$ cat config.mk
export PLATFORM = sky130hd
export DESIGN_NAME = ifetch_queue_unit
export DESIGN_NICKNAME = d
export VERILOG_FILES = /design/src/rtl/ifetch_queue_unit.sv
export SDC_FILE = /design/constraint.sdc
export NUM_CORES = 1
export LEC_CHECK = 0
export BUFFER_PORTS_ARGS = -buffer_cell sky130_fd_sc_hd__buf_2
export CAP_MARGIN = 20
export CELL_PAD_IN_SITES_DETAIL_PLACEMENT = 0
export CELL_PAD_IN_SITES_GLOBAL_PLACEMENT = 1
export CORE_ASPECT_RATIO = 0.5
export CORE_MARGIN = 4
export CORE_UTILIZATION = 48
export CTS_BUF_LIST = sky130_fd_sc_hd__clkbuf_4
export CTS_CLUSTER_SIZE = 30
export DETAILED_ROUTE_END_ITERATION = 8
export GPL_TIMING_DRIVEN = 0
export PLACE_DENSITY_LB_ADDON = 0.12
export SYNTH_ARGS = -nofsm -noshare
export SYNTH_HDL_FRONTEND = slang
export SYNTH_SLANG_ARGS = --single-unit
$ cat constraint.sdc
create_clock -name clk -period 5.3 [get_ports clk]
set_input_delay 0.53 -clock clk [delete_from_list [all_inputs] [get_ports clk]]
set_output_delay 0.53 -clock clk [all_outputs]
set_load 0.02 [all_outputs]
$ cat src/rtl/ifetch_queue_unit.sv
// Instruction-fetch front end: PC register, kernel-bit-preserving PC+4, fetch queue toward decode, redirect/exception/IRQ entry.
// Latency: one cycle from fetch to id_* (zero cycles when FQ_BYPASS_EN is defined and the queue is empty).
// Backpressure: fetch stalls (PC holds) while the queue is full and decode does not pop; optional feature macro FQ_BYPASS_EN.
module ifetch_queue_unit #(
    parameter int          FQ_DEPTH = 4,
    parameter logic [31:0] RESET_PC = 32'h8000_0000,
    parameter logic [31:0] IRQ_VEC  = 32'h8000_0004,
    parameter logic [31:0] EXC_VEC  = 32'h8000_0008
) (
    input  logic                      clk,
    input  logic                      reset,
    output logic [31:0]               imem_addr,
    input  logic [31:0]               imem_data,
    output logic                      id_valid,
    input  logic                      id_ready,
    output logic [31:0]               id_instr,
    output logic [31:0]               id_pc,
    output logic [31:0]               id_pcplus4,
    input  logic                      redirect_valid,
    input  logic [31:0]               redirect_pc,
    input  logic                      exc_req,
    input  logic                      irq,
    output logic                      irq_take,
    output logic [31:0]               epc,
    output logic [$clog2(FQ_DEPTH):0] fq_count
);

    localparam int            PW       = $clog2(FQ_DEPTH);
    localparam int            CW       = PW + 1;
    localparam logic [CW-1:0] FULL_CNT = CW'(FQ_DEPTH);

    // PC+4 within the current segment: bit 31 (kernel bit) never changes.
    function automatic logic [31:0] pc_inc(input logic [31:0] pc);
        return {pc[31], pc[30:0] + 31'd4};
    endfunction

    logic [31:0]   r_fq_pc    [FQ_DEPTH];
    logic [31:0]   r_fq_instr [FQ_DEPTH];
    logic [PW-1:0] r_rd_ptr;
    logic [PW-1:0] r_wr_ptr;
    logic [CW-1:0] r_count;
    logic [31:0]   r_pc;
    logic [31:0]   r_epc;
    logic          r_irq_take;

    logic          w_empty;
    logic          w_full;
    logic [31:0]   w_head_pc;
    logic [31:0]   w_head_instr;
    logic [31:0]   w_oldest_pc;
    logic          w_irq_take;
    logic          w_ctrl;
    logic          w_bypass;
    logic          w_hs;
    logic          w_q_pop;
    logic          w_byp_use;
    logic          w_fetch;
    logic          w_push;

    assign w_empty      = (r_count == '0);
    assign w_full       = (r_count == FULL_CNT);
    assign w_head_pc    = r_fq_pc[r_rd_ptr];
    assign w_head_instr = r_fq_instr[r_rd_ptr];

    // The instruction an interrupt would pre-empt: queue head, or the PC being fetched if nothing is queued.
    assign w_oldest_pc  = w_empty ? r_pc : w_head_pc;
    assign w_irq_take   = irq && !redirect_valid && !exc_req && !w_oldest_pc[31];

    // Any control transfer this cycle suppresses normal push/pop.
    assign w_ctrl       = exc_req || redirect_valid || w_irq_take;

`ifdef FQ_BYPASS_EN
    // Empty queue: present the word being fetched directly to decode.
    assign w_bypass     = w_empty && !w_ctrl;
`else
    assign w_bypass     = 1'b0;
`endif

    assign id_valid     = !w_empty || w_bypass;
    assign id_pc        = w_bypass ? r_pc : w_head_pc;
    assign id_instr     = w_bypass ? imem_data : w_head_instr;
    assign id_pcplus4   = pc_inc(id_pc);

    // A handshake only counts when no control transfer discards it.
    assign w_hs         = id_valid && id_ready && !w_ctrl;
    assign w_q_pop      = w_hs && !w_empty;
    assign w_byp_use    = w_hs && w_bypass;
    // Fetch proceeds when a slot is free now or is freed by this cycle's pop.
    assign w_fetch      = !w_ctrl && (!w_full || w_q_pop);
    assign w_push       = w_fetch && !w_byp_use;

    assign imem_addr    = r_pc;
    assign epc          = r_epc;
    assign irq_take     = r_irq_take;
    assign fq_count     = r_count;

    // Queue storage: write the fetched {PC, word} at the tail; contents need no reset.
    always_ff @(posedge clk) begin
        if (w_push) begin
            r_fq_pc[r_wr_ptr]    <= r_pc;
            r_fq_instr[r_wr_ptr] <= imem_data;
        end
    end

    // PC, queue pointers/occupancy, EPC and IRQ pulse, with reset > exc > redirect > irq > fetch.
    always_ff @(posedge clk) begin
        if (!reset) begin
            r_pc       <= RESET_PC;
            r_rd_ptr   <= '0;
            r_wr_ptr   <= '0;
            r_count    <= '0;
            r_epc      <= '0;
            r_irq_take <= 1'b0;
        end else begin
            r_irq_take <= 1'b0;
            if (w_ctrl) begin
                r_rd_ptr <= '0;
                r_wr_ptr <= '0;
                r_count  <= '0;
            end
            if (exc_req) begin
                r_pc  <= EXC_VEC;
                r_epc <= redirect_pc;
            end else if (redirect_valid) begin
                r_pc  <= redirect_pc;
            end else if (w_irq_take) begin
                r_pc       <= IRQ_VEC;
                r_epc      <= w_oldest_pc;
                r_irq_take <= 1'b1;
            end else begin
                if (w_fetch) begin
                    r_pc <= pc_inc(r_pc);
                end
                if (w_push) begin
                    r_wr_ptr <= r_wr_ptr + PW'(1);
                end
                if (w_q_pop) begin
                    r_rd_ptr <= r_rd_ptr + PW'(1);
                end
                case ({w_push, w_q_pop})
                    2'b10:   r_count <= r_count + CW'(1);
                    2'b01:   r_count <= r_count - CW'(1);
                    default: r_count <= r_count;
                endcase
            end
        end
    end

endmodule

==> flow_summary.json <==
{
  "track_usage_pct": 24.4,
  "worst_pin_slew_ns": 0.981,
  "dr.pass1.iters": 5,
  "cts.htree.levels": 3,
  "seqCellArea_um2": 9130,
  "async_reset_ff_share_pct": 0,
  "via_count": 9676,
  "pwr-share-comb_pct": 7.9,
  "ir_drop_uv": 163,
  "power.leakage_nw": 6.32,
  "postRouteAntennaNets": 0,
  "syn-num-nets": 993,
  "post-dp-hpwl_um": 26800,
  "synth_top_family_by_area": "multiplexers",
  "r2r_slack_ns": 1.52,
  "critical-path-top-delay-family": "buffers and inverters",
  "p_sw_share_pct": 24.4,
  "total_power_mw": 5.33,
  "busiest_layer": "met2",
  "root_buffer": "clkbuf_4",
  "setup_viol": 0,
  "slew-limit-headroom_pct": 34.6,
  "status": "completed",
  "dr.first_iter.drc_count": 658,
  "p_int_mw": 4.03,
  "cp-endpoint": "id_instr[22]",
  "wl_per_cell_um": 23.1,
  "yosysSeqAreaShare_pct": 64.7,
  "synthSimpleGateAreaFrac_pct": 9.20,
  "placementRows": 44,
  "drt_wl_total_um": 39700,
  "syn_area_per_cell_um2": 15.4,
  "seq_power_share_pct": 53.4,
  "port_buffers": 233,
  "cp_max_fo": 10,
  "finalNonFillerCells": 1719,
  "pre_cts_ws_ns": 1.58,
  "ys.flop_type": "edfxtp_1",
  "cap_violations": 0,
  "reg2regPathDepth": 10,
  "critical_path_cell_count": 6,
  "hold_viol_final": 0,
  "post_cts_resized": 0,
  "p_switching_mw": 1.30,
  "grt_use_met1_pct": 33.9,
  "cts_tree": "done",
  "syn_to_final_growth_pct": 22.4,
  "drv_slew": 0,
  "synth.distinct_cells": 63,
  "cts_buffers": 76,
  "power_density_nw_per_um2": 309,
  "crit_type": "reg -> out",
  "multiInputGateArea_um2": 4620,
  "drc": 0,
  "rr_endpoint": "r_fq_instr[2][14]$_DFFE_PP_",
  "grt_pass1_vias": 9654,
  "clock-sinks": 328,
  "end_kind": "output port",
  "skew_ns": 0.0424,
  "grt_util_met3_pct": 6.54,
  "hp-class": "in -> reg",
  "ys_seq_elements": 328,
  "fmax_ghz": 0.232,
  "regToRegStartpoint": "fq_count[0]$_SDFFE_PN0P_",
  "ios": 235,
  "cts.clk_slew.worst_paths_ns": 0.07,
  "grt_pass1_wl_um": 58800,
  "cp-start-kind": "flip-flop",
  "nNetsFinal": 1347,
  "die_y_um": 129,
  "cts_buffer_depth": 3,
  "muxShareOfSynthArea_pct": 12.5,
  "synth_fa_ha_area_share_pct": 0.709,
  "synth-xor-area-share_pct": 1.99,
  "required_ns": 4.77,
  "gp_congestion": 0.896,
  "dp.cells": 1543,
  "antenna_found_initial": 1,
  "critPathSlowestCell": "buf_1",
  "final_util_pct": 59.7,
  "fillers": 2392,
  "grt.met2_usage_pct": 38.0,
  "post-route-min-period_ns": 4.32,
  "dieArea_um2": 32400,
  "setup_slack_ns": 0.983,
  "yosysWarnings": 0,
  "crit_arrival_ns": 3.79,
  "clock_latency_ns": 0.76,
  "synth_compound_area_share_pct": 8.16,
  "crit_top_cell": "buf_2",
  "crit_buf_inv": 5,
  "slowest_delay_ns": 0.78,
  "overflow": 0,
  "initial_utilization_pct": 48.7,
  "tns_ns": 0,
  "crit_start": "r_rd_ptr[1]$_SDFF_PN0_",
  "fin_crit_sh_pct": 81.5,
  "synth_edf_count": 256,
  "synth_cells": 915,
  "die_width_um": 251,
  "vias_per_cell": 5.63,
  "pwr-share-clk_pct": 38.6,
  "drive_above_1_share_pct": 37.0,
  "synth_area_um2": 14100,
  "core_um2": 29000,
  "rsz0062_at_grt": "false",
  "worstPathCellList": "buf_2 > buf_2 > buf_1 > clkbuf_1 > mux4_2 > buf_2",
  "grt_max_degree": 55
}
==> worst min-delay path by stage <==
stage,start,endpoint,cells after the start
after global placement,epc[31]$_SDFFE_PN0P_,epc[31]$_SDFFE_PN0P_,2
after global routing,redirect_pc[17],epc[17]$_SDFFE_PN0P_,3
final,redirect_pc[4],epc[4]$_SDFFE_PN0P_,3
after floorplan,r_wr_ptr[1]$_SDFF_PN0_,r_wr_ptr[1]$_SDFF_PN0_,2
after CTS,redirect_pc[6],epc[6]$_SDFFE_PN0P_,3
after detailed placement,epc[31]$_SDFFE_PN0P_,epc[31]$_SDFFE_PN0P_,2
==> logic make-up (layout without fill, tap and decap cells) <==
| group | count (synthesis) | after routing |
|---|---|---|
| AOI/OAI and AO/OA | 131 | 131 |
| xor gates and xnor gates | 32 | 32 |
| adders and majority gates | 8 | 8 |
| buffers and inverters | 77 | 488 |
| DFF | 328 | 328 |
| muxes | 96 | 96 |
| other | 0 | 2 |
| and+or+nand+nor | 243 | 243 |
==> cells in the mapped netlist (3+ instances only) <==
library cell	number	area, µm²
a211oi_1	4	30.0
a21o_1	4	30.0
a21oi_1	29	145
a221oi_2	33	495
a22oi_1	4	30.0
a31oi_1	9	56.3
and2_1	17	106
and3_1	15	93.8
and4_1	6	52.6
buf_1	7	26.3
buf_2	11	55.1
buf_4	6	45.0
buf_6	6	67.6
clkbuf_1	32	120
dfxtp_1	72	1440
edfxtp_1	256	7690
ha_1	8	100
inv_1	13	48.8
mux2i_1	32	320
mux4_2	62	1400
nand2_1	37	139
nand2b_1	4	25.0
nand3_1	25	125
nand4_1	14	87.6
nor2_1	84	315
nor3_1	9	45.0
nor4_1	10	62.6
o211a_1	6	60.1
o21a_1	3	22.5
o21ai_0	10	50.1
o21ai_1	9	45.0
o221a_1	7	78.8
o31ai_1	4	30.0
xnor2_1	21	184
xor2_1	11	96.3
==> worst reg2reg max path, delay by kind of cell, from the launching register on <==
kind,cells,cell delay [ns]
buffers and inverters,5,1.80
AND/OR/NAND/NOR,3,0.65
flip-flops,1,0.40
AO/OA/AOI/OAI,1,0.29
adder cells (fa/ha/maj),1,0.25
==> stage by stage <==
stage | hold slack [ns] | cell area (µm²)
detailed placement | 0.480 | 15900
floorplan | 0.469 | 14100
CTS | 0.00444 | 17300
finish | 0.0607 | 17300
global route | 0.0108 | 17300
global placement | 0.478 | 15800
==> metal layers <==
| metal | share of wire (%) | routed length, µm |
|---|---|---|
| met4 | 2.6 | 1020 |
| met3 | 6.9 | 2740 |
| met1 | 45 | 17700 |
| met2 | 46 | 18300 |
| met5 | 0 | 0 |
==> repair_timing <==
| action | CTS | global route |
|---|---|---|
| hold endpoints to repair | 136 | 0 |
| hold buffers | 39 | 0 |
| buffers inserted | 0 | 0 |
==> layout by cell type, fill, tap and decap left out, types with 8 or more instances in the layout <==
master / instances
edfxtp_1: 256
buf_2: 244
clkbuf_4: 110
nor2_1: 84
dfxtp_1: 72
mux4_2: 62
dlygate4sd3_1: 39
nand2_1: 37
a221oi_2: 33
mux2i_1: 32
clkbuf_1: 32
a21oi_1: 29
nand3_1: 25
xnor2_1: 21
clkinv_1: 19
and2_1: 17
nand4_1: 14
inv_1: 13
xor2_1: 11
and3_1: 11
o21ai_0: 10
nor4_1: 10
a31oi_1: 9
nor3_1: 9
o21ai_1: 9
ha_1: 8
==> power by group through the flow <==
stage	logic, mW	clock network (mW)	registers [mW]
4_1_cts	0.423	2.11	2.85
3_5_place_dp	0.399	0	2.91
2_1_floorplan	0.211	0	2.92
5_1_grt	0.452	2.26	2.85
3_3_place_gp	0.391	0	2.91
6_report	0.422	2.06	2.85
==> state kept, by name, indices dropped and copies added (netlist names) <==
signal      count
fq_count        3
r_rd_ptr        2
r_wr_ptr        2
epc            32
r_fq_pc       128
r_fq_instr    128
irq_take        1
imem_addr      32
==> area by class of cell <==
type / instances / share of cell area [%]
clock inverters: 25 / 0.934
well taps: 391 / 2.83
diodes: 2 / 0.0290
plain buffers: 63 / 1.93
multi-input cells: 510 / 26.7
inverters: 14 / 0.304
clock buffers: 110 / 4.78
flip-flops and latches: 328 / 52.8
repair buffers: 276 / 9.64
No activity file was read; power rests on OpenSTA's default activity.
